File: config.mk
export PLATFORM = sky130hd
export DESIGN_NAME = fifo_byte2nib_flat
export DESIGN_NICKNAME = d
export VERILOG_FILES = /design/src/rtl/fifo_byte2nib_pkg.sv /design/src/rtl/fifo_byte2nib_if.sv /design/src/rtl/fifo_byte2nib_ram.sv /design/src/rtl/fifo_byte2nib.sv /design/src/flat_wrapper.sv
export SDC_FILE = /design/constraint.sdc
export NUM_CORES = 1
export LEC_CHECK = 0
export CORE_MARGIN = 1.5
export CORE_UTILIZATION = 44
export DETAILED_ROUTE_END_ITERATION = 8
export DONT_BUFFER_PORTS = 1
export SLEW_MARGIN = 20
export SYNTH_ARGS = -nofsm -noshare
export SYNTH_HDL_FRONTEND = slang
export SYNTH_SLANG_ARGS = --single-unit
File: constraint.sdc
create_clock -name clk -period 3.39 [get_ports clk]
set_input_delay 0.678 -clock clk [delete_from_list [all_inputs] [get_ports clk]]
set_output_delay 0.678 -clock clk [all_outputs]
set_load 0.03 [all_outputs]
File: src/rtl/fifo_byte2nib_pkg.sv
// Shared widths, defaults and read-phase type for the byte-in / nibble-out FIFO.
// The nibble-to-byte companion FIFO uses the same definitions.
package fifo_byte2nib_pkg;

    localparam int BYTE_W    = 8;
    localparam int NIB_W     = 4;
    localparam int DEPTH_DEF = 8;
    localparam int AW_DEF    = 3;

    // Which half of the head byte the next read returns.
    typedef enum logic {
        PH_LO = 1'b0,
        PH_HI = 1'b1
    } phase_t;

    function automatic logic [NIB_W-1:0] nib_sel(input logic [BYTE_W-1:0] b,
                                                 input phase_t            ph);
        return (ph == PH_HI) ? b[BYTE_W-1:NIB_W] : b[NIB_W-1:0];
    endfunction

    function automatic phase_t phase_flip(input phase_t ph);
        return (ph == PH_HI) ? PH_LO : PH_HI;
    endfunction

endpackage

File: src/rtl/fifo_byte2nib_if.sv
// Byte-write / nibble-read handshake bundle between a producer/consumer and the FIFO.
interface fifo_byte2nib_if
    import fifo_byte2nib_pkg::*;
();

    logic [BYTE_W-1:0] Data_In;
    logic              input_enable;
    logic              input_valid;
    logic [NIB_W-1:0]  Data_Out;
    logic              output_enable;
    logic              output_valid;

    modport master (
        output Data_In,
        output input_enable,
        input  input_valid,
        input  Data_Out,
        output output_enable,
        input  output_valid
    );

    modport slave (
        input  Data_In,
        input  input_enable,
        output input_valid,
        output Data_Out,
        input  output_enable,
        output output_valid
    );

endinterface

File: src/rtl/fifo_byte2nib_ram.sv
// Byte storage array: one synchronous write port, one asynchronous read port, no reset.
module fifo_ram
    import fifo_byte2nib_pkg::*;
#(
    parameter int DEPTH = DEPTH_DEF,
    parameter int AW    = AW_DEF
) (
    input  logic              clk,
    input  logic              we,
    input  logic [AW-1:0]     waddr,
    input  logic [BYTE_W-1:0] wdata,
    input  logic [AW-1:0]     raddr,
    output logic [BYTE_W-1:0] rdata
);

    logic [BYTE_W-1:0] mem [DEPTH];

    always_ff @(posedge clk) begin
        if (we) begin
            mem[waddr] <= wdata;
        end
    end

    assign rdata = mem[raddr];

endmodule

File: src/rtl/fifo_byte2nib.sv
// Byte-in / nibble-out FIFO: stores whole bytes, returns low nibble then high nibble.
// Occupancy is tracked in bytes; a half-read byte keeps its slot until its high nibble leaves.
module fifo_byte2nib
    import fifo_byte2nib_pkg::*;
#(
    parameter int DEPTH = DEPTH_DEF,
    parameter int AW    = AW_DEF
) (
    input  logic          clk,
    input  logic          rst,
    fifo_byte2nib_if.slave bus
);

    localparam int CNT_W = AW + 1;

    logic [AW-1:0]     wr_ptr;
    logic [AW-1:0]     rd_ptr;
    logic [CNT_W-1:0]  count;
    logic [CNT_W-1:0]  count_nxt;
    phase_t            phase;
    logic [NIB_W-1:0]  dout_q;
    logic              in_vld_q;
    logic              out_vld_q;
    logic              wr_acc;
    logic              rd_acc;
    logic              rd_free;
    logic [BYTE_W-1:0] head_byte;

    // Acceptance uses only the registered flags, so enables never feed back into them.
    assign wr_acc  = bus.input_enable  & in_vld_q;
    assign rd_acc  = bus.output_enable & out_vld_q;
    assign rd_free = rd_acc & (phase == PH_HI);

    assign count_nxt = count + CNT_W'(wr_acc) - CNT_W'(rd_free);

    fifo_ram #(
        .DEPTH (DEPTH),
        .AW    (AW)
    ) u_ram (
        .clk   (clk),
        .we    (wr_acc & ~rst),
        .waddr (wr_ptr),
        .wdata (bus.Data_In),
        .raddr (rd_ptr),
        .rdata (head_byte)
    );

    always_ff @(posedge clk) begin
        if (rst) begin
            wr_ptr    <= '0;
            rd_ptr    <= '0;
            count     <= '0;
            phase     <= PH_LO;
            dout_q    <= '0;
            in_vld_q  <= 1'b1;
            out_vld_q <= 1'b0;
        end else begin
            if (wr_acc) begin
                wr_ptr <= wr_ptr + AW'(1);
            end
            if (rd_acc) begin
                dout_q <= nib_sel(head_byte, phase);
                phase  <= phase_flip(phase);
            end
            if (rd_free) begin
                rd_ptr <= rd_ptr + AW'(1);
            end
            count     <= count_nxt;
            in_vld_q  <= (count_nxt != CNT_W'(DEPTH));
            out_vld_q <= (count_nxt != '0);
        end
    end

    assign bus.Data_Out     = dout_q;
    assign bus.input_valid  = in_vld_q;
    assign bus.output_valid = out_vld_q;

    a_count_range : assert property (@(posedge clk) disable iff (rst)
        count <= CNT_W'(DEPTH));
    a_full_flag : assert property (@(posedge clk) disable iff (rst)
        in_vld_q == (count != CNT_W'(DEPTH)));
    a_empty_flag : assert property (@(posedge clk) disable iff (rst)
        out_vld_q == (count != '0));

endmodule

File: src/flat_wrapper.sv
// flat-port wrapper written by rule: the top's interface ports become plain ports
module fifo_byte2nib_flat import fifo_byte2nib_pkg::*;
#(
    parameter int DEPTH = DEPTH_DEF,
    parameter int AW    = AW_DEF
)
  (clk, rst, bus_Data_In, bus_input_enable, bus_input_valid, bus_Data_Out, bus_output_enable, bus_output_valid);
  fifo_byte2nib_if bus_i ();
  input  logic clk;
  input  logic rst;
  input wire logic [$bits(bus_i.Data_In)-1:0] bus_Data_In;
  input wire logic [$bits(bus_i.input_enable)-1:0] bus_input_enable;
  output wire logic [$bits(bus_i.input_valid)-1:0] bus_input_valid;
  output wire logic [$bits(bus_i.Data_Out)-1:0] bus_Data_Out;
  input wire logic [$bits(bus_i.output_enable)-1:0] bus_output_enable;
  output wire logic [$bits(bus_i.output_valid)-1:0] bus_output_valid;
  assign bus_i.Data_In = bus_Data_In;
  assign bus_i.input_enable = bus_input_enable;
  assign bus_input_valid = bus_i.input_valid;
  assign bus_Data_Out = bus_i.Data_Out;
  assign bus_i.output_enable = bus_output_enable;
  assign bus_output_valid = bus_i.output_valid;
  fifo_byte2nib #(.DEPTH(DEPTH), .AW(AW)) u_core (.clk(clk), .rst(rst), .bus(bus_i));
endmodule
# Word-level counts from Yosys, hierarchy flattened
# Memory sizes are Yosys's and may differ from the RTL's. A register that Yosys moved wholly into a read port is not among the register bits.
# Index checks and enable logic that the tools add are counted.
[totals]
out_inout_bits = 6
mem_bits_rw = 64
elab_cells = 25
input_bits = 12
n_memories = 1
register_bits = 17
[classes]
n_eq_ne = 1
add_sub_neg = 4
n_reduce_logical = 1
bitwise_logic = 5
mux = 6
[memory_table]
columns = ["memory", "depth", "width", "rd", "rd_clocked_by_memory_dff", "write_ports", "line_no", "text"]
rows = [
  ["u_core.u_ram.mem", 8, 8, 1, 1, 1, "fifo_byte2nib_ram.sv:16", "logic [BYTE_W-1:0] mem [DEPTH];"],
]
[op_table]
columns = ["operator", "count"]
rows = [
  ["adder 3 x 1 -> 3 bit (second input constant)", 2],
  ["two-way mux 3 bit", 2],
  ["adder 4 x 1 -> 4 bit", 1],
  ["AND 1 bit", 4],
  ["two-way mux 4 bit", 1],
  ["inequality test 4 bit (second input constant)", 1],
  ["nonzero test 4 bit", 1],
  ["subtractor 4 x 1 -> 4 bit", 1],
  ["two-way mux 1 bit", 3],
  ["inverter 1 bit", 1],
]

# Logic depth before layout (Yosys ltp)
[logic_depth]
word_depth = 4
mapped_depth = 10
mapped_depth_nobuf = 9

# Modules after synthesis
# From an unflattened synthesis, not the netlist that was laid out.
[unflattened]
cells_unflattened = 188
area_unflattened_um2 = 3310.7
[by_module_without_submodules]
columns = ["mod", "cells_per_inst", "instances", "area_per_inst_um2"]
rows = [
  ["fifo_ram", 106, 1, 2531.2],
  ["fifo_byte2nib", 82, 1, 779.5],
]

# Worst setup path before layout
# OpenSTA, ideal clock, no wires.
[synth_timing]
path_type = "input -> register"
from = "in bus_output_enable"
to = "reg u_core.in_vld_q, in the netlist u_core.bus.input_valid"
path_slack_ps = 737
t_required_ps = 3263
cell_stages = 10
setup_ps = 127
path_buffers = 1
arrival_ps = 2526
path_cell_list = "and3_1 > clkbuf_1 > ha_1 > inv_1 > ha_1 > inv_1 > fa_1 > xor2_1 > and3b_1 > or3b_1"
[synth_between]
elab_chain_len = 4
[synth_lines]
columns = ["element", "line_no", "text"]
rows = [
  ["start: declaration", "flat_wrapper.sv:15", "input wire logic [$bits(bus_i.output_enable)-1:0] bus_output_enable;"],
  ["AND 1 bit", "fifo_byte2nib.sv:31", "assign rd_acc = bus.output_enable & out_vld_q;"],
  ["AND 1 bit", "fifo_byte2nib.sv:32", "assign rd_free = rd_acc & (phase == PH_HI);"],
  ["net u_core.rd_free", "fifo_byte2nib.sv:26", "logic rd_free;"],
  ["subtractor 4 x 1 -> 4 bit", "fifo_byte2nib.sv:34", "assign count_nxt = count + CNT_W'(wr_acc) - CNT_W'(rd_free);"],
  ["inequality test 4 bit", "fifo_byte2nib.sv:69", "in_vld_q <= (count_nxt != CNT_W'(DEPTH));"],
  ["end signal: assignment", "fifo_byte2nib.sv:69", ""],
  ["end: declaration", "fifo_byte2nib.sv:22", "logic in_vld_q;"],
]
# The timed path passes the listed nets, and every way through them passes these cells.
# A chain may end at the register's enable or synchronous reset.

# Final worst setup path
[layout_timing]
from = "reg u_core.out_vld_q, in the netlist u_core.bus.output_valid"
to = "reg u_core.in_vld_q, in the netlist u_core.bus.input_valid"
[layout_between]
elab_chain_len = 4
[layout_lines]
columns = ["element", "line_no", "text"]
rows = [
  ["start: declaration", "fifo_byte2nib.sv:23", "logic out_vld_q;"],
  ["start signal: assignment", "fifo_byte2nib.sv:70", "out_vld_q <= (count_nxt != '0);"],
  ["AND 1 bit", "fifo_byte2nib.sv:31", ""],
  ["AND 1 bit", "fifo_byte2nib.sv:32", ""],
  ["subtractor 4 x 1 -> 4 bit", "fifo_byte2nib.sv:34", ""],
  ["inequality test 4 bit", "fifo_byte2nib.sv:69", ""],
]
# Every way passes these cells.

==> results by group <==
Global route
  – Global-route wire length before repair: 8880 um
  – Total GRT Usage: 0.165
  – Largest net degree at the start of global routing: 24
  – Initial antenna violation count: 0
  – Number of global-route vias before repair: 1620
  – Grt ovf: 0

Clock tree
  – Clock tree from TritonCTS: built
  – Post-CTS Setup Bufs: 0
  – Post-CTS sizing: 0
  – Clock root buffer: clkbuf_8
  – Worst-skew pair later-pin latency: 0.34 ns
  – H-tree lvl count: 3
  – CTS sink cnt: 84
  – Cts hold-fix bufs: 0
  – Clock transition at the registers of the reported paths: 0.07 ns
  – Num CTS Buffers: 9
  – Max clock buf depth: 2

Yosys
  – FFs w/ async S/R, synth: 0
  – Synth cell types: 36
  – Yosys warns: 0
  – Sequential area share after synthesis: 0.706
  – Post-synth EDFFs: 64
  – Mapped cell area: 3290 um^2
  – Synth Instances: 186
  – Post-synth top area share: 0.584
  – Post-Syn Nets: 205
  – Cell with the most instances after synthesis: edfxtp_1
  – List of most frequent post-synthesis cells: edfxtp_1, dfxtp_1, nor2_1
  – Ys flop type: edfxtp_1
  – Top post-synthesis cells by area: edfxtp_1, dfxtp_1, mux4_2, mux4_1, ha_1
  – Yosys top cell by area: edfxtp_1
  – Synth Area per Inst: 17.7 um^2
  – Flops & latches, synth: 84

Critical path
  – Slowest stage delay, CP: 0.56 ns
  – CP Capture Type: flop
  – Worst path required time: 3.61 ns
  – Classification of the worst setup path: reg -> reg
  – Crit-path max FO: 4
  – Crit path DAT: 2.86 ns
  – CP Cell Sequence: and3_1 > ha_1 > inv_1 > ha_1 > inv_1 > fa_1 > xor2_1 > and3b_1 > or3b_1
  – Setup crit start kind: flop
  – Slowest cell on the critical path: dfxtp_1

Detailed routing
  – Drc violations: 0
  – Total number of vias: 1589
  – First drt pass iteration count: 4
  – ANT nets after route: 0
  – Final WL: 5750 um
  – Avg Vias per Cell: 5.31
  – Initial detailed-routing violation count: 73
  – Routed wire per std cell: 19.2 um

Place
  – DP HPWL: 3820 um
  – GPL Wtd Cong: 0.718
  – # port buffers: 0
  – Setup WS pre-CTS: 0.689 ns

Timing
  – RSZ-0062 raised after global routing: false
  – Final setup fails: 0
  – Slew Limit Fails: 0
  – Final clock skew: 0.00787 ns
  – Hold Vio Cnt, Final: 0
  – Post-route clock period utilization: 0.778
  – Fin crit period: 2.64 ns
  – Setup_tns: 0 ns
  – Peak Freq: 379 MHz
  – PnR worst setup slack: 0.751 ns
  – Worst-Margin Slew: 0.986 ns
  – Worst slew margin: 0.340

Status
  – Status: complete, no violations

Final layout
  – Ratio of cells with drive above 1 in the final layout: 0.185
  – Diode count: 0
  – Area grow syn2layout: 9.89%
  – Layout Nets: 216

Pwr
  – Maximum vdd drop: 464 uV
  – Total power draw: 2.27 mW
  – PD cells: 628 nW/um^2
  – Leak Pwr: 1.18 nW

Worst hold path
  – Hold Path Class: in -> reg

Die
  – Die ar.: 8000 um^2
  – I/O Pins: 18
  – Row count: 31
  – Die span in x: 89.4 um
  – Die Ht: 89.4 um
  – CORE AREA: 7250 um^2
  – Initial core utilization: 0.453

Job
  – Max-Cap Viols: 0
==> worst paths after layout <==
kind,to,slack (ns),depth (start not counted),from
worst max-delay path,u_core.bus.input_valid$_SDFF_PP1_,0.75,9,u_core.bus.output_valid$_SDFF_PP0_
worst min-delay path,u_core.wr_ptr[2]$_SDFFE_PP0N_,0.41,1,rst
worst max register to register,u_core.bus.input_valid$_SDFF_PP1_,0.75,9,u_core.bus.output_valid$_SDFF_PP0_
worst min register to register,u_core.wr_ptr[0]$_SDFFE_PP0N_,0.51,2,u_core.wr_ptr[0]$_SDFFE_PP0N_
==> logic make-up (layout without fill, tap and decap cells) <==
logic type | count (synthesis) | after routing | share of synthesized area
xor gates and xnor gates | 7 | 7 | 0.0186
adders and majority gates | 7 | 7 | 0.0289
DFF | 84 | 84 | 0.706
muxes | 25 | 25 | 0.145
and+or+nand+nor | 34 | 34 | 0.0537
buffers and inverters | 15 | 29 | 0.0205
AOI/OAI and AO/OA | 14 | 14 | 0.0266
==> per-layer routing <==
metal  vias up  wire [um]  track usage
met5         -          0            0
met4         0         75       0.0713
met3         6        333       0.0526
met2        32       2810        0.256
met1       812       2530        0.213
li1        739          -            -
==> area by class of cell <==
cell class              instances  area (um^2)
well taps                      99          124
clock buffers                  10          128
fillers                       612         3640
multi-input cells              87          911
repair buffers                  8         60.1
inverters                       7         26.3
flip-flops and latches         84         2320
clock inverters                 4         42.5
==> state kept, by name, indices dropped and copies added, names as in the netlist, named ones only <==
register                 flops
u_core.bus.Data_Out          4
u_core.bus.input_valid       1
u_core.bus.output_valid      1
u_core.count                 4
u_core.phase                 1
u_core.rd_ptr                3
u_core.u_ram.mem            64
u_core.wr_ptr                3
==> layout by cell type (no fill, tap or decap), types with 2 or more instances in the layout <==
master    Yosys  layout
a21oi_1       5       5
a22oi_1       3       3
buf_4         0       8
clkbuf_8      0       9
clkinv_1      0       2
dfxtp_1      20      20
edfxtp_1     64      64
ha_1          6       6
inv_1         6       6
mux2_2        4       4
mux2i_1       5       5
mux4_1        6       6
mux4_2       10      10
nand2_1       7       7
nor2_1       11      11
nor3_1        2       2
nor4_1        2       2
nor4b_2       0       2
o21ai_1       4       4
xnor2_1       2       2
xor2_1        5       5
==> worst max-delay path, delay by kind of cell (launching register included) <==
family / cells / cell delay [ns]
adder cells (fa/ha/maj): 3 / 0.80
buffers and inverters: 2 / 0.11
flip-flops: 1 / 0.56
XOR/XNOR: 1 / 0.18
AND/OR/NAND/NOR: 3 / 0.88
==> metrics by stage <==
stage,utilization,cell area (um^2),instances,hold WS [ns]
after floorplan,-,3290,186,0.462
after global placement,0.475,3440,285,0.464
after detailed placement,0.475,3440,285,0.508
after CTS,0.498,3610,299,0.381
after global routing,0.498,3610,299,0.377
final,0.498,3610,299,0.406
==> power breakdown <==
group / total, mW / switching [mW] / internal (mW) / leakage, nW
sequential: 1.28 / 0.0981 / 1.19 / 0.741
clock: 0.636 / 0.310 / 0.326 / 0.0871
combinational: 0.348 / 0.178 / 0.169 / 0.351
total: 2.27 / 0.586 / 1.68 / 1.18
No activity file was read; power rests on OpenSTA's default activity.
